## src/rtl/data_memory_arbiter_pkg.sv

```systemverilog
// Shared types for the data memory arbiter: FSM state and access owner encodings.
package data_memory_arbiter_pkg;

  typedef enum logic [1:0] {
    IDLE  = 2'd0,
    ISSUE = 2'd1,
    RESP  = 2'd2
  } state_e;

  typedef enum logic {
    OWN_CPU  = 1'b0,
    OWN_HOST = 1'b1
  } owner_e;

  // Width of the host wait counter; never narrower than one bit.
  function automatic int wait_cnt_width(input int max_wait);
    return (max_wait < 1) ? 1 : $clog2(max_wait + 1);
  endfunction

endpackage

```

## src/rtl/data_memory_arbiter_if.sv

```systemverilog
// Bundles the CPU, host and memory-macro sides of the data memory arbiter.
interface data_memory_arbiter_if #(
  parameter int DATA_WIDTH = 11,
  parameter int ADDR_WIDTH = 11
);
  logic                  cpu_req_in;
  logic                  cpu_wr_in;
  logic [ADDR_WIDTH-1:0] cpu_addr_in;
  logic [DATA_WIDTH-1:0] cpu_wdata_in;
  logic                  cpu_gnt_out;
  logic                  cpu_done_out;
  logic [DATA_WIDTH-1:0] cpu_rdata_out;

  logic                  host_req_in;
  logic                  host_wr_in;
  logic [ADDR_WIDTH-1:0] host_addr_in;
  logic [DATA_WIDTH-1:0] host_wdata_in;
  logic                  host_gnt_out;
  logic                  host_done_out;
  logic [DATA_WIDTH-1:0] host_rdata_out;

  logic                  mem_en_out;
  logic                  mem_wr_out;
  logic [ADDR_WIDTH-1:0] mem_addr_out;
  logic [DATA_WIDTH-1:0] mem_wdata_out;
  logic [DATA_WIDTH-1:0] mem_rdata_in;

  logic                  owner_out;

  modport slave (
    input  cpu_req_in, cpu_wr_in, cpu_addr_in, cpu_wdata_in,
    output cpu_gnt_out, cpu_done_out, cpu_rdata_out,
    input  host_req_in, host_wr_in, host_addr_in, host_wdata_in,
    output host_gnt_out, host_done_out, host_rdata_out,
    output mem_en_out, mem_wr_out, mem_addr_out, mem_wdata_out,
    input  mem_rdata_in,
    output owner_out
  );

  modport master (
    output cpu_req_in, cpu_wr_in, cpu_addr_in, cpu_wdata_in,
    input  cpu_gnt_out, cpu_done_out, cpu_rdata_out,
    output host_req_in, host_wr_in, host_addr_in, host_wdata_in,
    input  host_gnt_out, host_done_out, host_rdata_out,
    input  mem_en_out, mem_wr_out, mem_addr_out, mem_wdata_out,
    output mem_rdata_in,
    input  owner_out
  );

endinterface

```

## src/rtl/data_memory_arbiter_select.sv

```systemverilog
// Combinational priority pick: CPU first, host when alone or when it has waited long enough.
module data_memory_arbiter_select
  import data_memory_arbiter_pkg::*;
(
  input  logic   cpu_req_in,
  input  logic   host_req_in,
  input  logic   host_starved_in,
  output logic   valid_out,
  output owner_e owner_out
);

  always_comb begin
    valid_out = cpu_req_in | host_req_in;
    owner_out = OWN_CPU;
    if (host_req_in && (!cpu_req_in || host_starved_in)) begin
      owner_out = OWN_HOST;
    end
  end

endmodule

```

## src/rtl/data_memory_arbiter.sv

```systemverilog
// Shares a single-port synchronous data memory between the CPU and a host port,
// one access per ISSUE/RESP pair, with a starvation guard for the host.
module data_memory_arbiter
  import data_memory_arbiter_pkg::*;
#(
  parameter int DATA_WIDTH    = 11,
  parameter int ADDR_WIDTH    = 11,
  parameter int HOST_MAX_WAIT = 4
) (
  input  logic                 clock_in,
  input  logic                 reset_in,
  data_memory_arbiter_if.slave bus
);

  localparam int              WAIT_W   = wait_cnt_width(HOST_MAX_WAIT);
  localparam logic [WAIT_W-1:0] WAIT_MAX = WAIT_W'(HOST_MAX_WAIT);

  localparam logic [1:0] ST_IDLE  = IDLE;
  localparam logic [1:0] ST_ISSUE = ISSUE;
  localparam logic [1:0] ST_RESP  = RESP;

  logic [1:0]            state_q, state_d;
  logic [WAIT_W-1:0]     wait_cnt_q, wait_cnt_d;
  owner_e                owner_q, owner_d;
  logic                  req_wr_q, req_wr_d;
  logic [ADDR_WIDTH-1:0] req_addr_q, req_addr_d;
  logic [DATA_WIDTH-1:0] req_wdata_q, req_wdata_d;
  logic                  cpu_done_q, cpu_done_d;
  logic                  host_done_q, host_done_d;
  logic [DATA_WIDTH-1:0] cpu_rdata_q, cpu_rdata_d;
  logic [DATA_WIDTH-1:0] host_rdata_q, host_rdata_d;

  logic   decide;
  logic   host_starved;
  logic   sel_valid;
  owner_e sel_owner;
  logic   issue;

  assign decide       = (state_q == ST_IDLE) || (state_q == ST_RESP);
  assign host_starved = (wait_cnt_q == WAIT_MAX);
  assign issue        = (state_q == ST_ISSUE);

  data_memory_arbiter_select u_select (
    .cpu_req_in      (bus.cpu_req_in),
    .host_req_in     (bus.host_req_in),
    .host_starved_in (host_starved),
    .valid_out       (sel_valid),
    .owner_out       (sel_owner)
  );

  always_comb begin
    state_d      = state_q;
    wait_cnt_d   = wait_cnt_q;
    owner_d      = owner_q;
    req_wr_d     = req_wr_q;
    req_addr_d   = req_addr_q;
    req_wdata_d  = req_wdata_q;
    cpu_done_d   = 1'b0;
    host_done_d  = 1'b0;
    cpu_rdata_d  = cpu_rdata_q;
    host_rdata_d = host_rdata_q;

    case (state_q)
      ST_IDLE, ST_RESP: state_d = sel_valid ? ST_ISSUE : ST_IDLE;
      ST_ISSUE:         state_d = ST_RESP;
      default:          state_d = ST_IDLE;
    endcase

    if (decide && sel_valid) begin
      owner_d = sel_owner;
      if (sel_owner == OWN_HOST) begin
        req_wr_d    = bus.host_wr_in;
        req_addr_d  = bus.host_addr_in;
        req_wdata_d = bus.host_wdata_in;
      end else begin
        req_wr_d    = bus.cpu_wr_in;
        req_addr_d  = bus.cpu_addr_in;
        req_wdata_d = bus.cpu_wdata_in;
      end
    end

    // Only decisions the host actually lost while asking count toward starvation.
    if (decide) begin
      if (!bus.host_req_in || (sel_owner == OWN_HOST)) begin
        wait_cnt_d = '0;
      end else if (!host_starved) begin
        wait_cnt_d = wait_cnt_q + WAIT_W'(1);
      end
    end

    if (state_q == ST_RESP) begin
      cpu_done_d  = (owner_q == OWN_CPU);
      host_done_d = (owner_q == OWN_HOST);
      if (!req_wr_q) begin
        if (owner_q == OWN_CPU) begin
          cpu_rdata_d = bus.mem_rdata_in;
        end else begin
          host_rdata_d = bus.mem_rdata_in;
        end
      end
    end
  end

  always_ff @(posedge clock_in or negedge reset_in) begin
    if (!reset_in) begin
      state_q      <= ST_IDLE;
      wait_cnt_q   <= '0;
      owner_q      <= OWN_CPU;
      req_wr_q     <= 1'b0;
      req_addr_q   <= '0;
      req_wdata_q  <= '0;
      cpu_done_q   <= 1'b0;
      host_done_q  <= 1'b0;
      cpu_rdata_q  <= '0;
      host_rdata_q <= '0;
    end else begin
      state_q      <= state_d;
      wait_cnt_q   <= wait_cnt_d;
      owner_q      <= owner_d;
      req_wr_q     <= req_wr_d;
      req_addr_q   <= req_addr_d;
      req_wdata_q  <= req_wdata_d;
      cpu_done_q   <= cpu_done_d;
      host_done_q  <= host_done_d;
      cpu_rdata_q  <= cpu_rdata_d;
      host_rdata_q <= host_rdata_d;
    end
  end

  // Memory-side signals are gated so the macro sees nothing outside ISSUE.
  assign bus.mem_en_out     = issue;
  assign bus.mem_wr_out     = issue & req_wr_q;
  assign bus.mem_addr_out   = issue ? req_addr_q : '0;
  assign bus.mem_wdata_out  = issue ? req_wdata_q : '0;
  assign bus.cpu_gnt_out    = issue && (owner_q == OWN_CPU);
  assign bus.host_gnt_out   = issue && (owner_q == OWN_HOST);
  assign bus.cpu_done_out   = cpu_done_q;
  assign bus.host_done_out  = host_done_q;
  assign bus.cpu_rdata_out  = cpu_rdata_q;
  assign bus.host_rdata_out = host_rdata_q;
  assign bus.owner_out      = owner_q;

endmodule

```

## src/flat_wrapper.sv

```systemverilog
// flat-port wrapper written by rule: the top's interface ports become plain ports
module data_memory_arbiter_flat import data_memory_arbiter_pkg::*;
#(
  parameter int DATA_WIDTH    = 11,
  parameter int ADDR_WIDTH    = 11,
  parameter int HOST_MAX_WAIT = 4
)
  (clock_in, reset_in, bus_cpu_req_in, bus_cpu_wr_in, bus_cpu_addr_in, bus_cpu_wdata_in, bus_cpu_gnt_out, bus_cpu_done_out, bus_cpu_rdata_out, bus_host_req_in, bus_host_wr_in, bus_host_addr_in, bus_host_wdata_in, bus_host_gnt_out, bus_host_done_out, bus_host_rdata_out, bus_mem_en_out, bus_mem_wr_out, bus_mem_addr_out, bus_mem_wdata_out, bus_mem_rdata_in, bus_owner_out);
  data_memory_arbiter_if #(.DATA_WIDTH(DATA_WIDTH), .ADDR_WIDTH(ADDR_WIDTH)) bus_i ();
  input  logic clock_in;
  input  logic reset_in;
  input wire logic [$bits(bus_i.cpu_req_in)-1:0] bus_cpu_req_in;
  input wire logic [$bits(bus_i.cpu_wr_in)-1:0] bus_cpu_wr_in;
  input wire logic [$bits(bus_i.cpu_addr_in)-1:0] bus_cpu_addr_in;
  input wire logic [$bits(bus_i.cpu_wdata_in)-1:0] bus_cpu_wdata_in;
  output wire logic [$bits(bus_i.cpu_gnt_out)-1:0] bus_cpu_gnt_out;
  output wire logic [$bits(bus_i.cpu_done_out)-1:0] bus_cpu_done_out;
  output wire logic [$bits(bus_i.cpu_rdata_out)-1:0] bus_cpu_rdata_out;
  input wire logic [$bits(bus_i.host_req_in)-1:0] bus_host_req_in;
  input wire logic [$bits(bus_i.host_wr_in)-1:0] bus_host_wr_in;
  input wire logic [$bits(bus_i.host_addr_in)-1:0] bus_host_addr_in;
  input wire logic [$bits(bus_i.host_wdata_in)-1:0] bus_host_wdata_in;
  output wire logic [$bits(bus_i.host_gnt_out)-1:0] bus_host_gnt_out;
  output wire logic [$bits(bus_i.host_done_out)-1:0] bus_host_done_out;
  output wire logic [$bits(bus_i.host_rdata_out)-1:0] bus_host_rdata_out;
  output wire logic [$bits(bus_i.mem_en_out)-1:0] bus_mem_en_out;
  output wire logic [$bits(bus_i.mem_wr_out)-1:0] bus_mem_wr_out;
  output wire logic [$bits(bus_i.mem_addr_out)-1:0] bus_mem_addr_out;
  output wire logic [$bits(bus_i.mem_wdata_out)-1:0] bus_mem_wdata_out;
  input wire logic [$bits(bus_i.mem_rdata_in)-1:0] bus_mem_rdata_in;
  output wire logic [$bits(bus_i.owner_out)-1:0] bus_owner_out;
  assign bus_i.cpu_req_in = bus_cpu_req_in;
  assign bus_i.cpu_wr_in = bus_cpu_wr_in;
  assign bus_i.cpu_addr_in = bus_cpu_addr_in;
  assign bus_i.cpu_wdata_in = bus_cpu_wdata_in;
  assign bus_cpu_gnt_out = bus_i.cpu_gnt_out;
  assign bus_cpu_done_out = bus_i.cpu_done_out;
  assign bus_cpu_rdata_out = bus_i.cpu_rdata_out;
  assign bus_i.host_req_in = bus_host_req_in;
  assign bus_i.host_wr_in = bus_host_wr_in;
  assign bus_i.host_addr_in = bus_host_addr_in;
  assign bus_i.host_wdata_in = bus_host_wdata_in;
  assign bus_host_gnt_out = bus_i.host_gnt_out;
  assign bus_host_done_out = bus_i.host_done_out;
  assign bus_host_rdata_out = bus_i.host_rdata_out;
  assign bus_mem_en_out = bus_i.mem_en_out;
  assign bus_mem_wr_out = bus_i.mem_wr_out;
  assign bus_mem_addr_out = bus_i.mem_addr_out;
  assign bus_mem_wdata_out = bus_i.mem_wdata_out;
  assign bus_i.mem_rdata_in = bus_mem_rdata_in;
  assign bus_owner_out = bus_i.owner_out;
  data_memory_arbiter #(.DATA_WIDTH(DATA_WIDTH), .ADDR_WIDTH(ADDR_WIDTH), .HOST_MAX_WAIT(HOST_MAX_WAIT)) u_core (.clock_in(clock_in), .reset_in(reset_in), .bus(bus_i));
endmodule
```

## config.mk

```make
export PLATFORM = sky130hd
export DESIGN_NAME = data_memory_arbiter_flat
export DESIGN_NICKNAME = d
export VERILOG_FILES = /design/src/rtl/data_memory_arbiter_pkg.sv /design/src/rtl/data_memory_arbiter_if.sv /design/src/rtl/data_memory_arbiter_select.sv /design/src/rtl/data_memory_arbiter.sv /design/src/flat_wrapper.sv
export SDC_FILE = /design/constraint.sdc
export NUM_CORES = 1
export LEC_CHECK = 0
export CORE_MARGIN = 10
export CORE_UTILIZATION = 43
export DETAILED_ROUTE_END_ITERATION = 6
export GPL_TIMING_DRIVEN = 0
export HOLD_SLACK_MARGIN = 0.15
export PLACE_DENSITY = 0.81
export SLEW_MARGIN = 10
export SYNTH_ARGS = -nofsm -noshare
export SYNTH_HDL_FRONTEND = slang
export SYNTH_SLANG_ARGS = --single-unit
```

## constraint.sdc

```tcl
create_clock -name clock_in -period 2.2 [get_ports clock_in]
set_clock_uncertainty 0.2 [all_clocks]
set_input_delay 0.44 -clock clock_in [delete_from_list [all_inputs] [get_ports clock_in]]
set_output_delay 0.44 -clock clock_in [all_outputs]
set_load 0.05 [all_outputs]
```

=== Yosys cells after proc, flatten, opt, wreduce, memory -nomap -nowiden ===
Cells that the tools add are included.

* Add/subtract/negate cells: 1
* Equality and inequality tests: 4
* Multiplexer cells: 12
* Bitwise logic cells: 4
* Reduce and logical (&&, ||, !) cells: 14

{| class="wikitable"
|+ Operators with widths
! kind !! count
|-
| $mux W11 || 4
|-
| $mux W3 || 2
|-
| $reduce_and A3 Y1 || 2
|-
| $mux W1 || 5
|-
| $logic_and A1 B1 Y1 || 4
|-
| $pmux W2 S2 || 1
|-
| $add A3 B1 Y3 const B || 1
|-
| $eq A3 B3 Y1 const B || 1
|-
| $logic_or A1 B1 Y1 || 3
|-
| $eq A2 B1 Y1 const B || 1
|-
| $eq A2 B2 Y1 const B || 1
|-
| $logic_not A1 Y1 || 2
|-
| $logic_not A2 Y1 || 1
|-
| $ne A2 B1 Y1 const B || 1
|-
| $not A1 Y1 || 2
|-
| $reduce_and A2 Y1 || 1
|-
| $reduce_or A2 Y1 || 1
|-
| $and A1 B1 Y1 || 1
|-
| $or A1 B1 Y1 || 1
|}

* Register bits: 53
* Bits of input ports: 61
* Output and inout bits: 51
* Logic and storage cells: 45

=== Longest topological paths before layout ===
Gate-level depths: netlist of run 1.

* Depth in word-level cells: 7
* Depth in mapped cells: 8
* Depth with buffers taken out: 5

=== By module ===
From an unflattened synthesis of run 1, not the netlist that was laid out.

* Cells, all modules: 210
* Area total of the unflattened synthesis: 2,414.8 µm²

{| class="wikitable"
|+ Modules (own cells, without submodules)
! module !! instances !! cells each !! area each (µm²) !! seq. area each (µm²)
|-
| data_memory_arbiter || 1 || 207 || 2,397.3 || 1,326.3
|-
| data_memory_arbiter_select || 1 || 3 || 17.5 || 0.0
|}

=== Worst setup path after synthesis of run 1 ===
OpenSTA, ideal clock, no wires.

* Path type: register to output
* Start point: register u_core.state_q[0]
* End point: output port bus_mem_addr_out[1]
* Data arrival time: 1.575 ns
* Path slack: -0.015 ns
* Cell stages (with the launch flop): 5
* Path buffers: 2
* Cells stage by stage: dfrtp_1 > buf_6 > nor2b_1 > buf_2 > and2_1

* Longest elaborated chain between the ends: 2

{| class="wikitable"
|+ Ends and longest elaborated chain
! element !! RTL line !! source
|-
| from (decl) || data_memory_arbiter.sv:22 || <nowiki>logic [1:0] state_q, state_d;</nowiki>
|-
| from (signal assigned) || data_memory_arbiter.sv:117 || <nowiki>state_q <= state_d;</nowiki>
|-
| $eq A2 B1 Y1 || data_memory_arbiter.sv:41 || <nowiki>assign issue = (state_q == ST_ISSUE);</nowiki>
|-
| net bus_mem_en_out || flat_wrapper.sv:26 || <nowiki>output wire logic [$bits(bus_i.mem_en_out)-1:0] bus_mem_en_out;</nowiki>
|-
| $mux W11 || data_memory_arbiter.sv:133 || <nowiki>assign bus.mem_addr_out = issue ? req_addr_q : '0;</nowiki>
|-
| to (decl) || flat_wrapper.sv:28 || <nowiki>output wire logic [$bits(bus_i.mem_addr_out)-1:0] bus_mem_addr_out;</nowiki>
|}

The timed path passes the listed nets, and every way through them passes these cells.

=== Final worst setup path of run 1 ===
* Start point: register u_core.state_q[1]
* End point: output port bus_mem_addr_out[7]

* Longest elaborated chain between the ends: 2

{| class="wikitable"
|+ Ends and longest elaborated chain
! element !! RTL line
|-
| $eq A2 B1 Y1 || data_memory_arbiter.sv:41
|-
| $mux W11 || data_memory_arbiter.sv:133
|}

Every way passes these cells.

==> impl_summary.txt, run 1 <==
----------------------------------------------------
[Critical path]
  Endpoint of the most critical register-to-register path ... u_core.req_addr_q[10]
  Arrival time of data at the critical path endpoint ... 1540 ps
  Slowest stage cell, crit path ... sky130_fd_sc_hd__dfrtp_1
  Required time of the critical path ... 1560 ps
  Worst Setup Path Type ... reg -> out
  Startpoint of the worst-slack reg-to-reg timing path ... u_core.state_q[0]
  R2R depth ... 8
  Maximum cell stage delay along the critical path ... 480 ps
  CP Max Fanout ... 6
  Startpoint type of the worst setup path ... flop
  CP Capture Type ... primary output
  Slack of the worst reg-to-reg path ... 250 ps
  Cells along the critical path ... nor2b_4 -> buf_6 -> and2_2 -> buf_8

[Cells and area]
  Core utilization of the finished layout ... 70.0%
  Finished Layout Cells ... 445
  Post-route cell area ... 0.00415 sq mm
  Area overhead of the layout relative to synthesis ... 57.3%
  Number of antenna cells inserted ... 0
  Proportion of layout cells with a drive suffix above 1 ... 30.0%
  Final net count ... 432
  Fillcell total ... 484

[GRT]
  Antenna violations before repair ... 0
  Pin count of the biggest net entering global routing ... 30
  Vias in the first global route ... 2477
  Total global routing track utilization ... 15.8%
  Global-route wire length before repair ... 12800 um
  Overall overflow remaining after global route ... 0

[Route]
  Remaining number of nets flagged by the antenna check after routing ... 0
  Number of vias after detailed routing ... 2352
  Post-detailed-route DRC marker count ... 0
  DRT iter0 DRCs ... 101
  M1 WL ... 3590 um
  Routed vias/inst ... 5.29
  DRT Wirelength ... 8210 um
  Met3 wire len ... 808 um
  Top routing layer in use ... met4
  Number of iterations in the first detailed-routing pass ... 4
  Detail-routed net length per standard cell ... 18.4 um
  Detailed route wirelength on metal2 ... 3720 um

[Timing]
  Setup violators final ... 0
  Unrepaired setup endpoints after global routing ... yes
  Number of endpoints with negative hold slack in the final report ... 0
  Slew at the pin closest to its max-slew limit ... 610 ps
  Min Clock Period, post-route ... 2180 ps
  Final count of pins violating max slew ... 0
  Share of the cycle needed by the critical path after routing ... 99.0%
  Worst Hold Margin ... 289 ps
  Maximum operating frequency ... 459 MHz
  Worst rel slew slack ... 59.4%

[Hold path]
  Startpoint of the tightest hold check path ... u_core.req_wdata_q[9]
  Classification of the worst-slack hold path ... reg -> reg
  Hold Path Stages ... 2
  Worst-case hold path end point ... u_core.req_wdata_q[9]

[Die]
  Floorplan die height ... 98.3 um
  Effective utilization at floorplan ... 44.5%
  Die Wd ... 98.3 um
  Floorplan die area ... 0.00966 sq mm
  Number of placed I/O pins ... 112
  Site row count ... 28
  Area inside the core boundary ... 0.00592 sq mm

[Placement]
  RD Place Congestion ... 0.796
  Total cell area at the placement stage ... 0.00387 sq mm
  Count of buffers from port buffering ... 111
  Placed Cells ... 430
  Post-DP HPWL ... 6170 um

[Clock network]
  H-tree lvl count ... 2
  Number of sinks driven by the clock tree ... 53
  TritonCTS clock tree ... done
  Worst-skew pair later-pin latency ... 300 ps
  Clk buf depth ... 2
  Number of buffers created by CTS ... 5
  CTS clk-pin slew, worst paths ... 100 ps
  Clock tree root buffer cell ... sky130_fd_sc_hd__clkbuf_8

[Synthesis]
  Top_reg_cell synth ... sky130_fd_sc_hd__dfrtp_1
  Number of synthesized flops with an enable pin ... 0
  Yosys warning count ... 0
  Async set or reset register ratio after synthesis ... 100%
  Leading cell types by total area after synthesis ... sky130_fd_sc_hd__dfrtp_1 50%, sky130_fd_sc_hd__o211ai_2 9.5%, sky130_fd_sc_hd__mux2_2 7.7%
  Synthesized netlist net count ... 306
  Area share of the largest cell type after synthesis ... 50.3%
  Number of instances in the synthesized netlist ... 243
  Post-synthesis register bit count ... 53
  Post-synth top area cell ... sky130_fd_sc_hd__dfrtp_1
  Sequential-to-total area share from yosys stat ... 50.3%
  Top cells by instance count after synthesis ... 53 x sky130_fd_sc_hd__dfrtp_1, 53 x sky130_fd_sc_hd__nand2_1, 25 x sky130_fd_sc_hd__and2_1
  Number of unique standard cell types used by synthesis ... 27
  Netlist Area Pre-Place ... 0.00264 sq mm
  Mapped Avg Cell Area ... 10.8 sq um

[Pwr]
  Pwr/cell area ... 1070 mW/mm^2
  Static power due to leakage ... 1.85 nW
  Maximum vdd drop ... 0.000747 V

[Job]
  Max-cap viol count ... 0

[Outcome]
  Outcome ... finished, final reports clean

----------------------------------------------------
==> sequential cells by signal, indices dropped and copies added, names as in the netlist <==
name                       cells
u_core.bus.cpu_rdata_out      11
u_core.bus.host_rdata_out     11
u_core.req_addr_q             11
u_core.req_wdata_q            11
u_core.wait_cnt_q              3
u_core.state_q                 2
u_core.bus.cpu_done_out        1
u_core.bus.host_done_out       1
u_core.bus.owner_out           1
u_core.req_wr_q                1
==> critical path: cells and delay by family, from the launching register on <==
kind                   cells  cell delay [ps]
flip-flops                 1              480
AND/OR/NAND/NOR            2              440
buffers and inverters      2              310
==> area by class of cell <==
type	instances	area, sq um	area share (%)
tap	75	93.8	2.26
clock inverter	2	37.5	0.905
timing repair buffer	118	1230	29.6
clock buffer	6	82.6	1.99
buffer	21	148	3.56
multi-input combinational	167	1220	29.5
inverter	3	11.3	0.272
sequential	53	1330	32.0
==> how the worst max path moves through the flow <==
stage | start | endpoint
after floorplan | u_core.state_q[0] | bus_cpu_gnt_out
after global placement | reset_in | u_core.req_addr_q[9]
after detailed placement | u_core.state_q[0] | bus_mem_wdata_out[8]
after CTS | u_core.state_q[0] | bus_mem_addr_out[3]
after global routing | u_core.state_q[0] | bus_mem_addr_out[5]
final | u_core.state_q[1] | bus_mem_addr_out[7]
==> power breakdown <==
part | switching, mW | internal (mW) | leakage [nW] | total, mW
Clock | 0.325 | 0.370 | 0.0574 | 0.695
Sequential | 0.168 | 1.27 | 0.653 | 1.44
Combinational | 1.41 | 0.893 | 1.14 | 2.30
==> kinds of logic (layout without fill, tap and decap cells) <==
family	count (synthesis)	count (layout)	share of synthesized area [%]
fa+ha+maj	2	2	0.949
flops	53	53	50.3
buf+inv	24	150	5.41
simple gates	113	114	21.8
compound gates	29	29	12.1
mux	22	22	9.40
==> routing by layer <==
metal | global-route usage [%] | vias up
met2 | 25.5 | 101
met1 | 19.1 | 1142
met5 | 0 | -
met4 | 3.42 | 0
li1 | - | 1100
met3 | 6.98 | 9
==> per-stage QoR <==
step           setup slack, ps  setup TNS (ps)  power, mW
6_report                  23.0               0       4.44
2_1_floorplan             62.0               0       2.84
5_1_grt                  -36.9            -295       4.63
4_1_cts                   1.98               0       4.40
3_3_place_gp             -1110          -77960       3.62
3_5_place_dp              -901          -21230       3.68
==> timing repair <==
item / 4_1_cts / 5_1_grt
hold buffers: 1 / 0
gates resized for setup: 168 / 36
pin swaps: 0 / 12
cloned: 2 / 1
endpoints found under the setup margin: 27 / 22
endpoints found under the hold margin: 24 / 0
buffers inserted: 1 / 2
==> cell usage in the layout (no fill, tap or decap), types with 3 or more instances in the layout <==
cell type / count
sky130_fd_sc_hd__nor2b_1: 4
sky130_fd_sc_hd__dfrtp_1: 53
sky130_fd_sc_hd__buf_6: 8
sky130_fd_sc_hd__clkdlybuf4s50_1: 83
sky130_fd_sc_hd__nand4_1: 23
sky130_fd_sc_hd__nand2_1: 53
sky130_fd_sc_hd__buf_1: 3
sky130_fd_sc_hd__o211ai_1: 4
sky130_fd_sc_hd__buf_8: 14
sky130_fd_sc_hd__mux2_2: 18
sky130_fd_sc_hd__and2_4: 12
sky130_fd_sc_hd__buf_2: 9
sky130_fd_sc_hd__buf_4: 9
sky130_fd_sc_hd__clkbuf_8: 7
sky130_fd_sc_hd__o211ai_2: 20
sky130_fd_sc_hd__clkbuf_1: 4
sky130_fd_sc_hd__mux2_1: 4
sky130_fd_sc_hd__and2_1: 11
Power figures use the tool's default switching activity.
==> run 2: changes to the inputs <==
--- a/config.mk
+++ b/config.mk
@@ -15,3 +15,4 @@
 export SYNTH_ARGS = -nofsm -noshare
 export SYNTH_HDL_FRONTEND = slang
 export SYNTH_SLANG_ARGS = --single-unit
+export TNS_END_PERCENT = 5
==> run 2 against run 1 <==
The run now ends with negative setup slack left. Count of clock-buffer cells in the layout down 1. Flip-flop and latch count stayed put. Non-clock buffer count is 1 lower. First-iteration DRC count is 30% lower. Sequential power about the same. Register-to-register slack worse by 40 ps. Cell count decreased by 0.22%. Global-route usage is 0.53 points lower. Via count down 1.2%. Wire length down 2.3%. Design area is 0.75% higher. Setup slack worse by 35 ps. Critical endpoint is now bus_mem_wdata_out[3]. Largest cell class unchanged. Largest power group unchanged.
==> impl_summary.txt, run 2 (same netlist as run 1, synthesis figures left out) <==
----------------------------------------------------
[Route]
  Detail-routed net length per standard cell ... 18.1 um (was 18.4 um)
  Number of vias after detailed routing ... 2324 (was 2352)
  Post-detailed-route DRC marker count ... 0 (unchanged)
  Remaining number of nets flagged by the antenna check after routing ... 0 (unchanged)
  Number of iterations in the first detailed-routing pass ... 4 (unchanged)
  DRT Wirelength ... 8020 um (was 8210 um)
  Routed vias/inst ... 5.23 (was 5.29)
  DRT iter0 DRCs ... 71 (was 101)

[Critical path]
  Count of buffering cells on the critical path with inverters included ... 3 (was 2)
  Maximum cell stage delay along the critical path ... 400 ps (was 480 ps)
  Arrival time of data at the critical path endpoint ... 1570 ps (was 1540 ps)
  Cells along the critical path ... buf_6 -> nor2b_4 -> clkbuf_16 -> and2_4 -> buf_8 (was nor2b_4 -> buf_6 -> and2_2 -> buf_8)
  CP Max Fanout ... 6 (unchanged)
  Worst Setup Path Type ... reg -> out (unchanged)
  Slowest stage cell, crit path ... sky130_fd_sc_hd__dfrtp_1 (unchanged)
  CP Capture Type ... primary output (unchanged)
  Category of cells accounting for the largest share of critical-path delay ... buffers and inverters (was flip-flops)
  Required time of the critical path ... 1560 ps (about the same)
  Startpoint type of the worst setup path ... flop (unchanged)

[Timing]
  Final worst-path setup slack ... -11.7 ps (was 23.0 ps)
  Maximum operating frequency ... 452 MHz (was 459 MHz)
  Min Clock Period, post-route ... 2210 ps (was 2180 ps)
  Worst rel slew slack ... 60.8% (was 59.4%)
  Slew at the pin closest to its max-slew limit ... 587 ps (was 610 ps)
  Number of endpoints with negative hold slack in the final report ... 0 (unchanged)
  Share of the cycle needed by the critical path after routing ... 101% (was 99.0%)
  Final count of pins violating max slew ... 0 (unchanged)
  Setup violators final ... 6 (was 0)
  Unrepaired setup endpoints after global routing ... yes (unchanged)

[Outcome]
  Violations in the final reports ... negative setup slack
  Outcome ... finished, violations left (was finished, final reports clean)

[Clock network]
  H-tree lvl count ... 2 (unchanged)
  Number of sinks driven by the clock tree ... 53 (unchanged)
  Worst-skew pair later-pin latency ... 310 ps (was 300 ps)
  Clock tree root buffer cell ... sky130_fd_sc_hd__clkbuf_8 (unchanged)
  Number of buffers created by CTS ... 5 (unchanged)
  TritonCTS clock tree ... done (unchanged)
  Clk buf depth ... 2 (unchanged)
  CTS clk-pin slew, worst paths ... 100 ps (about the same)

[Cells and area]
  Finished Layout Cells ... 444 (was 445)
  Final net count ... 431 (was 432)
  Commonest cells after routing, fill and taps aside ... 83 x sky130_fd_sc_hd__clkdlybuf4s50_1, 53 x sky130_fd_sc_hd__nand2_1, 53 x sky130_fd_sc_hd__dfrtp_1 (unchanged)
  Most frequent standard cell in the layout excluding fill and tap cells ... sky130_fd_sc_hd__clkdlybuf4s50_1 (unchanged)
  Proportion of layout cells with a drive suffix above 1 ... 31.2% (was 30.0%)
  Area overhead of the layout relative to synthesis ... 58.5% (was 57.3%)
  Core utilization of the finished layout ... 70.6% (was 70.0%)
  Fillcell total ... 458 (was 484)
  Register area ... 0.00133 sq mm (unchanged)
  Number of antenna cells inserted ... 0 (unchanged)
  Area occupied by multi-input gates ... 0.00123 sq mm (was 0.00122 sq mm)

[GRT]
  Total global routing track utilization ... 15.3% (was 15.8%)
  Antenna violations before repair ... 0 (unchanged)
  Overall overflow remaining after global route ... 0 (unchanged)
  Vias in the first global route ... 2417 (was 2477)
  Pin count of the biggest net entering global routing ... 30 (unchanged)
  Global-route wire length before repair ... 12300 um (was 12800 um)

[Placement]
  Post-DP HPWL ... 6030 um (was 6170 um)
  Placed Cells ... 430 (unchanged)
  Count of buffers from port buffering ... 111 (unchanged)
  RD Place Congestion ... 0.787 (was 0.796)
  Place WS ... -775 ps (was -901 ps)

[Pwr]
  Static power due to leakage ... 1.86 nW (was 1.85 nW)
  Total design power ... 4.33 mW (was 4.44 mW)
  Maximum vdd drop ... 0.000871 V (was 0.000747 V)
  Pwr/cell area ... 1040 mW/mm^2 (was 1070 mW/mm^2)

[Job]
  Max-cap viol count ... 0 (unchanged)

[Die]
  Area inside the core boundary ... 0.00592 sq mm (unchanged)
  Floorplan die area ... 0.00966 sq mm (unchanged)
  Effective utilization at floorplan ... 44.5% (unchanged)
  Die Wd ... 98.3 um (unchanged)
  Number of placed I/O pins ... 112 (unchanged)
  Site row count ... 28 (unchanged)
  Floorplan die height ... 98.3 um (unchanged)

[Hold path]
  Classification of the worst-slack hold path ... reg -> reg (unchanged)

----------------------------------------------------
run 2: repair_timing:
item | 4_1_cts | 5_1_grt
pin swaps | 5 | 10
cloned | 0 | 3
setup endpoints to repair | 27 | 26
gates resized for setup | 187 | 45
hold endpoints to repair | 24 | 0
setup buffers | 0 | 2
hold buffers | 1 | 0
run 2: through the flow:
stage               setup TNS, ps  hold WS, ps  area [sq um]
detailed placement         -17480          263          3860
global placement           -76770          250          3840
global route                 -980          327          4180
floorplan                    -122        -55.6          2640
CTS                          -790          289          4000
finish                      -48.3          292          4180
run 2: layout make-up:
cell class | instances | share of cell area [%]
inverter | 3 | 0.270
multi-input combinational | 167 | 29.5
buffer | 21 | 3.56
timing repair buffer | 117 | 30.5
tap | 75 | 2.25
sequential | 53 | 31.7
clock inverter | 3 | 0.509
clock buffer | 5 | 1.65
run 2: path summary, 6_finish.rpt:
| path | from | end | slack, ps | depth (start not counted) |
|---|---|---|---|---|
| hold / removal | u_core.req_wdata_q[0] | u_core.req_wdata_q[0] | 290 | 2 |
| setup reg to reg | u_core.state_q[0] | u_core.req_wdata_q[10] | 210 | 8 |
| min in group asynchronous | reset_in | u_core.bus.host_rdata_out[1] | 460 | 2 |
| setup / recovery | u_core.state_q[0] | bus_mem_wdata_out[3] | -10 | 5 |
| max in group asynchronous | reset_in | u_core.req_wdata_q[5] | 780 | 3 |
| hold reg to reg | u_core.req_wdata_q[0] | u_core.req_wdata_q[0] | 290 | 2 |
run 2: metal layers:
layer / wire [um] / track usage [%] / vias up
met5: 0 / 0 / -
met4: 104 / 4.85 / 0
met3: 824 / 7.40 / 9
met2: 3670 / 23.1 / 103
met1: 3420 / 18.7 / 1121
li1: - / - / 1091
run 2: report_power, final:
part	leakage (nW)	total (mW)	internal, mW	switching, mW
clock	0.0445	0.559	0.227	0.332
sequential	0.653	1.44	1.27	0.165
combinational	1.16	2.33	0.924	1.40
total	1.86	4.33	2.42	1.90
run 2: worst reg2reg max path: stages (launching register included):
cell and delay, ps:
sky130_fd_sc_hd__dfrtp_1 420, sky130_fd_sc_hd__buf_6 130, sky130_fd_sc_hd__buf_4 150, sky130_fd_sc_hd__o21bai_2 270, sky130_fd_sc_hd__inv_2 100, sky130_fd_sc_hd__buf_6 140, sky130_fd_sc_hd__buf_2 250, sky130_fd_sc_hd__nand4_1 160
sky130_fd_sc_hd__o211ai_2 110
